`src/rtl/pll_safety_ctrl.sv`:
```
`timescale 1ns/1ps
// pll_safety_ctrl: PLL bring-up and safety sequencer.
// Sequence: PLL reset pulse, then wait for lock, then settle, then health
// monitoring. A failure triggers a bounded number of retries; when the
// retries are used up the block latches a safe-state request.
// Optional feature macro: PLL_SAFETY_CTRL_FAULT_LOG_EN (sticky fault log).
// Ports:
//   clk_ref, rst_n                   clock, async active-low reset
//   sw_enable, fault_clear           software run request / SAFE release pulse
//   pll_lock                         PLL lock indicator
//   fault_pll_osr, fault_pll_lol     health monitor faults
//   pll_reset_req, monitor_enable    PLL reset / health monitor enable
//   safe_state_req                   escalation to the fault aggregator
//   ctrl_state, retry_cnt            current state / retries since IDLE
//   fault_cause, fault_count         {timeout, osr, lol} sticky / saturating count
module pll_safety_ctrl #(
    parameter int unsigned RST_CYCLES    = 16,
    parameter int unsigned LOCK_TIMEOUT  = 40000,
    parameter int unsigned SETTLE_CYCLES = 400,
    parameter int unsigned OSR_BLANK     = 1000100,
    parameter int unsigned MAX_RETRY     = 3,
    parameter int unsigned CNT_W         = 24
) (
    input  logic       clk_ref,
    input  logic       rst_n,
    input  logic       sw_enable,
    input  logic       fault_clear,
    input  logic       pll_lock,
    input  logic       fault_pll_osr,
    input  logic       fault_pll_lol,
    output logic       pll_reset_req,
    output logic       monitor_enable,
    output logic       safe_state_req,
    output logic [2:0] ctrl_state,
    output logic [3:0] retry_cnt,
    output logic [2:0] fault_cause,
    output logic [7:0] fault_count
);

    localparam logic [2:0] S_IDLE    = 3'd0;
    localparam logic [2:0] S_PLL_RST = 3'd1;
    localparam logic [2:0] S_WAIT    = 3'd2;
    localparam logic [2:0] S_SETTLE  = 3'd3;
    localparam logic [2:0] S_MONITOR = 3'd4;
    localparam logic [2:0] S_SAFE    = 3'd5;

    localparam int unsigned TW = CNT_W + 1;
    localparam logic [CNT_W-1:0] RST_LAST    = CNT_W'(RST_CYCLES - 1);
    localparam logic [CNT_W-1:0] LOCK_LAST   = CNT_W'(LOCK_TIMEOUT - 1);
    localparam logic [CNT_W-1:0] SETTLE_LAST = CNT_W'(SETTLE_CYCLES - 1);
    // One bit wider so a blanking window of 2^CNT_W never ends.
    localparam logic [TW-1:0]    OSR_START   = TW'(OSR_BLANK);

    logic [2:0]       state_q, state_d;
    logic [CNT_W-1:0] timer_q, timer_d;
    logic [3:0]       retry_q, retry_d;
    logic             pll_reset_req_q, pll_reset_req_d;
    logic             monitor_enable_q, monitor_enable_d;
    logic             safe_state_req_q, safe_state_req_d;
    logic             fail_c;
    logic [2:0]       fail_cause_c;

    // Next-state, retry, timer and Moore output decode.
    always_comb begin
        state_d      = state_q;
        retry_d      = retry_q;
        fail_c       = 1'b0;
        fail_cause_c = 3'b000;

        case (state_q)
            S_IDLE:    if (sw_enable) state_d = S_PLL_RST;
            S_PLL_RST: if (timer_q == RST_LAST) state_d = S_WAIT;
            S_WAIT: begin
                if (timer_q == LOCK_LAST) fail_cause_c[2] = 1'b1;
                else if (pll_lock)        state_d = S_SETTLE;
            end
            S_SETTLE: begin
                if (!pll_lock)                    state_d = S_WAIT;
                else if (timer_q == SETTLE_LAST)  state_d = S_MONITOR;
            end
            S_MONITOR: begin
                fail_cause_c[0] = fault_pll_lol;
                fail_cause_c[1] = fault_pll_osr && ({1'b0, timer_q} >= OSR_START);
            end
            S_SAFE:    if (fault_clear) state_d = S_IDLE;
            default:   state_d = S_SAFE;
        endcase

        fail_c = |fail_cause_c;
        if (fail_c) begin
            if ({28'd0, retry_q} < 32'(MAX_RETRY)) begin
                retry_d = retry_q + 4'd1;
                state_d = S_PLL_RST;
            end else begin
                state_d = S_SAFE;
            end
        end

        // Disable overrides any failure in the operational states.
        if (state_q <= S_MONITOR && !sw_enable) begin
            state_d = S_IDLE;
            fail_c  = 1'b0;
        end

        if (state_d == S_IDLE) retry_d = 4'd0;

        if (state_d != state_q)  timer_d = '0;
        else if (&timer_q)       timer_d = timer_q;
        else                     timer_d = timer_q + CNT_W'(1);

        pll_reset_req_d  = (state_d == S_PLL_RST) || (state_d == S_SAFE);
        monitor_enable_d = (state_d == S_MONITOR);
        safe_state_req_d = (state_d == S_SAFE);
    end

    // Sequencer state and registered outputs.
    always_ff @(posedge clk_ref or negedge rst_n) begin
        if (!rst_n) begin
            state_q          <= S_IDLE;
            timer_q          <= '0;
            retry_q          <= 4'd0;
            pll_reset_req_q  <= 1'b0;
            monitor_enable_q <= 1'b0;
            safe_state_req_q <= 1'b0;
        end else begin
            state_q          <= state_d;
            timer_q          <= timer_d;
            retry_q          <= retry_d;
            pll_reset_req_q  <= pll_reset_req_d;
            monitor_enable_q <= monitor_enable_d;
            safe_state_req_q <= safe_state_req_d;
        end
    end

    assign pll_reset_req  = pll_reset_req_q;
    assign monitor_enable = monitor_enable_q;
    assign safe_state_req = safe_state_req_q;
    assign ctrl_state     = state_q;
    assign retry_cnt      = retry_q;

`ifdef PLL_SAFETY_CTRL_FAULT_LOG_EN
    logic [2:0] fault_cause_q, fault_cause_d;
    logic [7:0] fault_count_q, fault_count_d;

    // Sticky cause bits and saturating count; simultaneous causes count once.
    always_comb begin
        fault_cause_d = fault_cause_q;
        fault_count_d = fault_count_q;
        if (fault_clear) begin
            fault_cause_d = 3'b000;
            fault_count_d = 8'd0;
        end else if (fail_c) begin
            fault_cause_d = fault_cause_q | fail_cause_c;
            if (fault_count_q != 8'hFF) fault_count_d = fault_count_q + 8'd1;
        end
    end

    always_ff @(posedge clk_ref or negedge rst_n) begin
        if (!rst_n) begin
            fault_cause_q <= 3'b000;
            fault_count_q <= 8'd0;
        end else begin
            fault_cause_q <= fault_cause_d;
            fault_count_q <= fault_count_d;
        end
    end

    assign fault_cause = fault_cause_q;
    assign fault_count = fault_count_q;
`else
    logic log_unused;
    assign log_unused  = fail_c ^ (^fail_cause_c);
    assign fault_cause = 3'b000;
    assign fault_count = 8'd0;
`endif

endmodule

```
`config.mk`:
```
export PLATFORM = sky130hd
export DESIGN_NAME = pll_safety_ctrl
export DESIGN_NICKNAME = d
export VERILOG_FILES = /design/src/rtl/pll_safety_ctrl.sv
export SDC_FILE = /design/constraint.sdc
export NUM_CORES = 1
export LEC_CHECK = 0
export BUFFER_PORTS_ARGS = -buffer_cell sky130_fd_sc_hd__buf_2
export CAP_MARGIN = 20
export CORE_MARGIN = 10
export CORE_UTILIZATION = 40
export CTS_CLUSTER_SIZE = 12
export DETAILED_ROUTE_END_ITERATION = 10
export GPL_TIMING_DRIVEN = 0
export HOLD_SLACK_MARGIN = 0.08
export PLACE_DENSITY = 0.57
export SLEW_MARGIN = 25
export SYNTH_ARGS = -nofsm -noshare
export SYNTH_HDL_FRONTEND = slang
export SYNTH_SLANG_ARGS = --single-unit
```
`constraint.sdc`:
```
create_clock -name clk_ref -period 4.03 [get_ports clk_ref]
set_input_delay 0.6045 -clock clk_ref [delete_from_list [all_inputs] [get_ports clk_ref]]
set_output_delay 0.6045 -clock clk_ref [all_outputs]
set_load 0.05 [all_outputs]
```
==> results.txt, run 1 <==
wire per inst -> 16.1 um
fin worst setup slack -> 1.50 ns
Cell variety after synth -> 55
Antenna diodes -> 0
Area Overhead vs Synth -> 12.7%
clock buffer depth -> 2
most common cell after layout, fill and taps aside -> dfrtp_1
antenna violations before repair -> 0
clock root cell -> clkbuf_8
global-route wire length before repair -> 10000 um
DR DRC count -> 0
post-detail-place hpwl -> 4340 um
largest net degree at the start of global routing -> 35
PD cells -> 317 nW/um2
clk slew on worst S/H paths -> 0.07 ns
Pins Over Slew Limit -> 0
vias in the first global route -> 1957
Sw Share -> 32.8%
Critical Path Sink Type -> register
Routability Congestion -> 0.910
clock skew -> 0.00235 ns
io pins -> 28
Core Box Area -> 5610 um2
Starting Density -> 42.1%
sequential share of power -> 46.0%
Final period util -> 62.8%
status -> complete, no violations
die area -> 9370 um2
Max Cap Viol -> 0
RSZ-0062 raised after global routing -> no
TNS Setup -> 0 ns
Clock Latency Late Sink -> 0.28 ns
Post-Place Worst Slack -> 1.48 ns
Site Rows -> 27
warning count from the yosys run -> 0
DR iter-0 viols -> 113
nets@finish -> 303
Reg-to-Reg Start -> timer_q[0]$_DFFE_PN0P_
CTS Hold Bufs -> 0
maximum clock frequency -> 395 MHz
Final Core Density -> 47.4%
Post-synth EDFFs -> 0
final hold vios -> 0
Hold WS -> 0.401 ns
CTS sink count -> 34
most frequent cells in the layout -> dfrtp_1, nor3_1, buf_2
Clk network pwr share -> 31.0%
Critical path origin -> timer_q[0]$_DFFE_PN0P_
Synth Area per Inst -> 9.07 um2
CP Class -> register to register
asr flop ratio synth -> 100%
Peak VDD IR -> 0.000185 V
Period minus WS final -> 2.53 ns
Via Count -> 1986
die height -> 96.8 um
CP max FO -> 10
share of layout cells above drive strength 1 -> 21.8%
Worst Hold Class -> primary input to asynchronous set/reset pin
GRT overflow -> 0
Comb pwr share -> 23.0%
Leak -> 1.20 nW
Num CTS Buffers -> 5
Req. time, crit path -> 4.19 ns
Setup-failing EPs final -> 0
routed vias/inst -> 5.43
Mapped Area -> 2360 um2
setup bufs post-CTS -> 0
Antenna Nets Post-Route -> 0
worst slew pin tran -> 0.788 ns
CTS resizes -> 0
die width -> 96.8 um
final wirelength -> 5880 um
Port-buffer cells -> 16
sequential-to-total area share from yosys stat -> 36.1%
CTS H-tree lvls -> 2
Worst Setup Start Kind -> register
cells after synthesis -> 260
First-pass DRT Iterations -> 4
Yosys reg bits -> 34
Slew Limit Headroom -> 47.5%
GRT Resource Usage Total -> 12.5%
switching pwr -> 0.276 mW
Int Pwr -> 0.567 mW
CTS tree -> yes
fill count -> 581
arrival time at the worst endpoint -> 2.69 ns
Synth Flop Type -> dfrtp_1
## per-layer routing
metal / up-vias / wire, um / track usage (%)
met4: 0 / 88 / 3.95
met2: 42 / 2570 / 18.6
li1: 994 / - / -
met1: 943 / 2920 / 17.0
met3: 7 / 301 / 3.55
met5: - / 0 / 0
## final cells by class
cell class	count	area (um2)	share of cell area, %
multi-input cells	202	1340	50.2
flip-flops and latches	34	851	32.0
plain buffers	25	176	6.64
well taps	72	90.1	3.39
clock buffers	7	86.3	3.25
repair buffers	16	80.1	3.01
inverters	9	33.8	1.27
clock inverters	1	5.00	0.188
## worst paths after layout
check,end,slack [ns],cells after the start
max,timer_q[21]$_DFFE_PN0P_,1.50,8
min,timer_q[19]$_DFFE_PN0P_,0.40,1
max reg2reg,timer_q[21]$_DFFE_PN0P_,1.50,8
min reg2reg,retry_cnt[3]$_DFFE_PN0P_,0.54,1
max in group asynchronous,timer_q[11]$_DFFE_PN0P_,3.13,1
min in group clk_ref,retry_cnt[3]$_DFFE_PN0P_,0.54,1
## Yosys cell counts, types with 4 or more instances
library cell,n,area (um2)
nand3_1,14,70.1
nand4_1,13,81.3
buf_2,9,45.0
xnor2_1,13,114
nor2_1,17,63.8
nor3_1,31,155
o21ai_0,6,30.0
inv_1,9,33.8
nand2_1,11,41.3
buf_6,4,45.0
buf_4,11,82.6
and3_1,6,37.5
xor2_1,9,78.8
dfrtp_1,34,851
a21oi_1,7,35.0
and4_1,6,52.6
## registers in the layout, indices dropped and copies added, names as in the netlist
register / cells
retry_cnt: 4
timer_q: 24
pll_reset_req: 1
ctrl_state: 3
monitor_enable: 1
safe_state_req: 1
## cell families after synthesis
logic type | count (synthesis) | synth area share [%]
adders and majority gates | 3 | 1.59
AOI/OAI and AO/OA | 34 | 10.7
DFF | 34 | 36.1
buffers and inverters | 34 | 8.91
xor gates and xnor gates | 22 | 8.17
and+or+nand+nor | 132 | 34.4
other | 1 | 0.159
## per-stage QoR
step / cells / area (um2) / power [mW]
after floorplan: 270 / 2400 / 0.537
after global placement: 358 / 2570 / 0.584
after detailed placement: 358 / 2570 / 0.588
after CTS: 366 / 2660 / 0.853
after global routing: 366 / 2660 / 0.892
final: 366 / 2660 / 0.843
## critical path, stage by stage, from the launching register on
cell and delay, ns:
dfrtp_1 0.37, ha_1 0.29, nor4b_2 0.31, nand4_2 0.24
o32ai_2 0.33, a21oi_1 0.12, nor2_2 0.35, buf_2 0.31
nor3_1 0.10
## power by group through the flow
stage / logic, mW / registers [mW] / clock network, mW
floorplan: 0.137 / 0.400 / 0
global placement: 0.192 / 0.393 / 0
detailed placement: 0.194 / 0.393 / 0
CTS: 0.194 / 0.387 / 0.272
global route: 0.216 / 0.392 / 0.284
finish: 0.194 / 0.388 / 0.261
Note: power is estimated with default switching activity, not from simulation.
==> inputs of run 2 (changes only) <==
- ABC_AREA: default -> 1
- PLACE_DENSITY: 0.57 -> 0.6
- clock period: 4.03 -> 2.2 ns (I/O delays scaled with it)
==> results.txt, run 2 <==
die area -> 9430 um2
post-synth top area share -> 35.8%
warning count from the yosys run -> 0
Cell variety after synth -> 30
Leak -> 1.50 nW
vias in the first global route -> 2064
io pins -> 28
Synth Area in Adders -> 1.58%
GRT Resource Usage Total -> 11.8%
Antenna Nets Post-Route -> 0
Req. time, crit path -> 2.38 ns
Slew Limit Headroom -> 46.8%
RSZ-0062 raised after global routing -> yes
DR iter-0 viols -> 94
asr flop ratio synth -> 100%
Critical Path Sink Type -> register
arrival time at the worst endpoint -> 2.30 ns
Setup-failing EPs final -> 0
Routability Congestion -> 0.876
final hold vios -> 0
antenna violations before repair -> 0
most frequent cells in the layout -> nand2_1, inv_1, nor2_1
Pins Over Slew Limit -> 0
Power Total -> 1.41 mW
xor/xnor share of the synthesized area -> 6.26%
CTS H-tree lvls -> 2
clock root cell -> clkbuf_8
Area contributors post-synth -> dfrtp_1, nand2_1, inv_1
share of layout cells above drive strength 1 -> 30.4%
most common cell after layout, fill and taps aside -> nand2_1
Port-buffer cells -> 16
GRT overflow -> 0
largest family of logic cells by synthesized area -> simple AND/OR/NAND/NOR gates
largest area contributor in the netlist -> dfrtp_1
clock skew -> 0.00474 ns
CP Class -> register to register
largest net degree at the start of global routing -> 35
Area Overhead vs Synth -> 25.8%
Largest register FFs -> 24
wire per inst -> 12.9 um
Layout Cells excl Fill -> 450
First-pass DRT Iterations -> 4
cells after synthesis -> 329
Core Box Area -> 5850 um2
post-detail-place hpwl -> 4180 um
Hold WS -> 0.113 ns
Yosys reg bits -> 34
clk slew on worst S/H paths -> 0.07 ns
Top reg by flops -> timer_q
Worst Setup Start Kind -> register
routed vias/inst -> 4.80
final wirelength -> 5790 um
maximum clock frequency -> 471 MHz
status -> complete, no violations
Reg-to-Reg Start -> timer_q[0]$_DFFE_PN0P_
Synth Flop Type -> dfrtp_1
global-route wire length before repair -> 9380 um
Critical path origin -> timer_q[0]$_DFFE_PN0P_
fill count -> 589
Synth Area in Simple Gates -> 41.0%
die width -> 97.1 um
die height -> 97.1 um
worst slew pin tran -> 0.799 ns
Mapped Area -> 2380 um2
commonest cells in the netlist -> nand2_1, inv_1, nor2_1
Worst Hold Class -> primary input to asynchronous set/reset pin
PD cells -> 472 nW/um2
Num CTS Buffers -> 5
clock buffer depth -> 2
Final period util -> 96.5%
Clock Latency Late Sink -> 0.29 ns
Via Count -> 2161
CTS sink count -> 34
Peak VDD IR -> 0.000281 V
Max Cap Viol -> 0
CTS tree -> yes
TNS Setup -> 0 ns
Synth Area per Inst -> 7.23 um2
Starting Density -> 40.7%
nets@finish -> 385
DR DRC count -> 0
CP max FO -> 5
Post-Place Cells -> 430
Post-synth EDFFs -> 0
Final Core Density -> 51.1%
Antenna diodes -> 0
sequential-to-total area share from yosys stat -> 35.8%
cell with the most instances after synthesis -> nand2_1
Site Rows -> 28
Period minus WS final -> 2.12 ns
mux contribution to synthesized area -> 0%
post-synthesis compound-gate area fraction -> 3.05%
-- run 2: cell count changes in the layout (fill, tap and decap cells not counted), sizes merged, moves of 6 or more --
| cell | change |
|---|---|
| xnor2 | -11 |
| inv | +39 |
| nor3 | -20 |
| nand2 | +58 |
| and4 | -8 |
| nand3 | +16 |
| xor2 | +6 |
| and3 | -8 |
| nor2 | +52 |
-- run 2: metrics by stage --
| stage | instance area, um2 | setup WS, ns |
|---|---|---|
| 2_1_floorplan | 2420 | 0.0910 |
| 3_3_place_gp | 2590 | -0.198 |
| 3_5_place_dp | 2590 | -0.238 |
| 4_1_cts | 2720 | 0.0218 |
| 5_1_grt | 2990 | -0.0786 |
| 6_report | 2990 | 0.0778 |
-- run 2: area by class of cell --
| type | count | area (um2) | share of cell area [%] |
|---|---|---|---|
| plain buffers | 14 | 123 | 4.10 |
| clock inverters | 2 | 10.0 | 0.335 |
| inverters | 48 | 180 | 6.02 |
| well taps | 75 | 93.8 | 3.14 |
| multi-input cells | 243 | 1460 | 48.9 |
| repair buffers | 29 | 195 | 6.52 |
| flip-flops and latches | 34 | 857 | 28.6 |
| clock buffers | 5 | 68.8 | 2.30 |
-- run 2: cells by family (layout without fill, tap and decap cells) --
logic type                 count (synthesis)  count (layout)
AOI/OAI and AO/OA                         13              13
xor gates and xnor gates                  17              17
adders and majority gates                  3               3
buffers and inverters                     62              98
DFF                                       34              34
other                                      1              11
and+or+nand+nor                          199             199
-- run 2: routing by layer --
metal | global-route usage (%) | share of wire (%) | vias up
met5 | 0 | 0 | -
met2 | 19.2 | 47 | 38
met3 | 3.49 | 5.1 | 6
met1 | 14.3 | 47 | 1010
li1 | - | - | 1107
met4 | 4.09 | 1.4 | 0
-- run 2: repair_timing --
item	in CTS	in global routing
gates resized for setup	5	43
hold buffers	0	0
buffers inserted	3	9
pin swaps	2	6
endpoints found under the hold margin	0	0
setup endpoints to repair	20	24
cloned	0	1
-- run 2: report_power, final --
part / total [mW] / internal (mW) / switching [mW]
registers: 0.678 / 0.647 / 0.0303
clock network: 0.443 / 0.212 / 0.231
logic: 0.292 / 0.107 / 0.184
total: 1.41 / 0.967 / 0.445
-- run 2: worst paths after layout --
kind	to	slack [ns]	cells after the start
worst max-delay path	timer_q[23]$_DFFE_PN0P_	0.08	11
worst min-delay path	timer_q[15]$_DFFE_PN0P_	0.11	1
worst max register to register	timer_q[23]$_DFFE_PN0P_	0.08	11
worst min register to register	retry_cnt[2]$_DFFE_PN0P_	0.49	2
max in group asynchronous	timer_q[20]$_DFFE_PN0P_	1.52	1
min in group clk_ref	retry_cnt[2]$_DFFE_PN0P_	0.49	2
-- run 2: worst max-delay path: stages (launching register included) --
cell	delay [ns]
dfrtp_1	0.41
ha_4	0.18
nand3_4	0.11
nor3_2	0.19
nand3_1	0.10
nor2_1	0.09
nand4_1	0.21
nand2_1	0.21
nor2_1	0.10
nand2_1	0.09
xor2_1	0.25
nor2_4	0.06
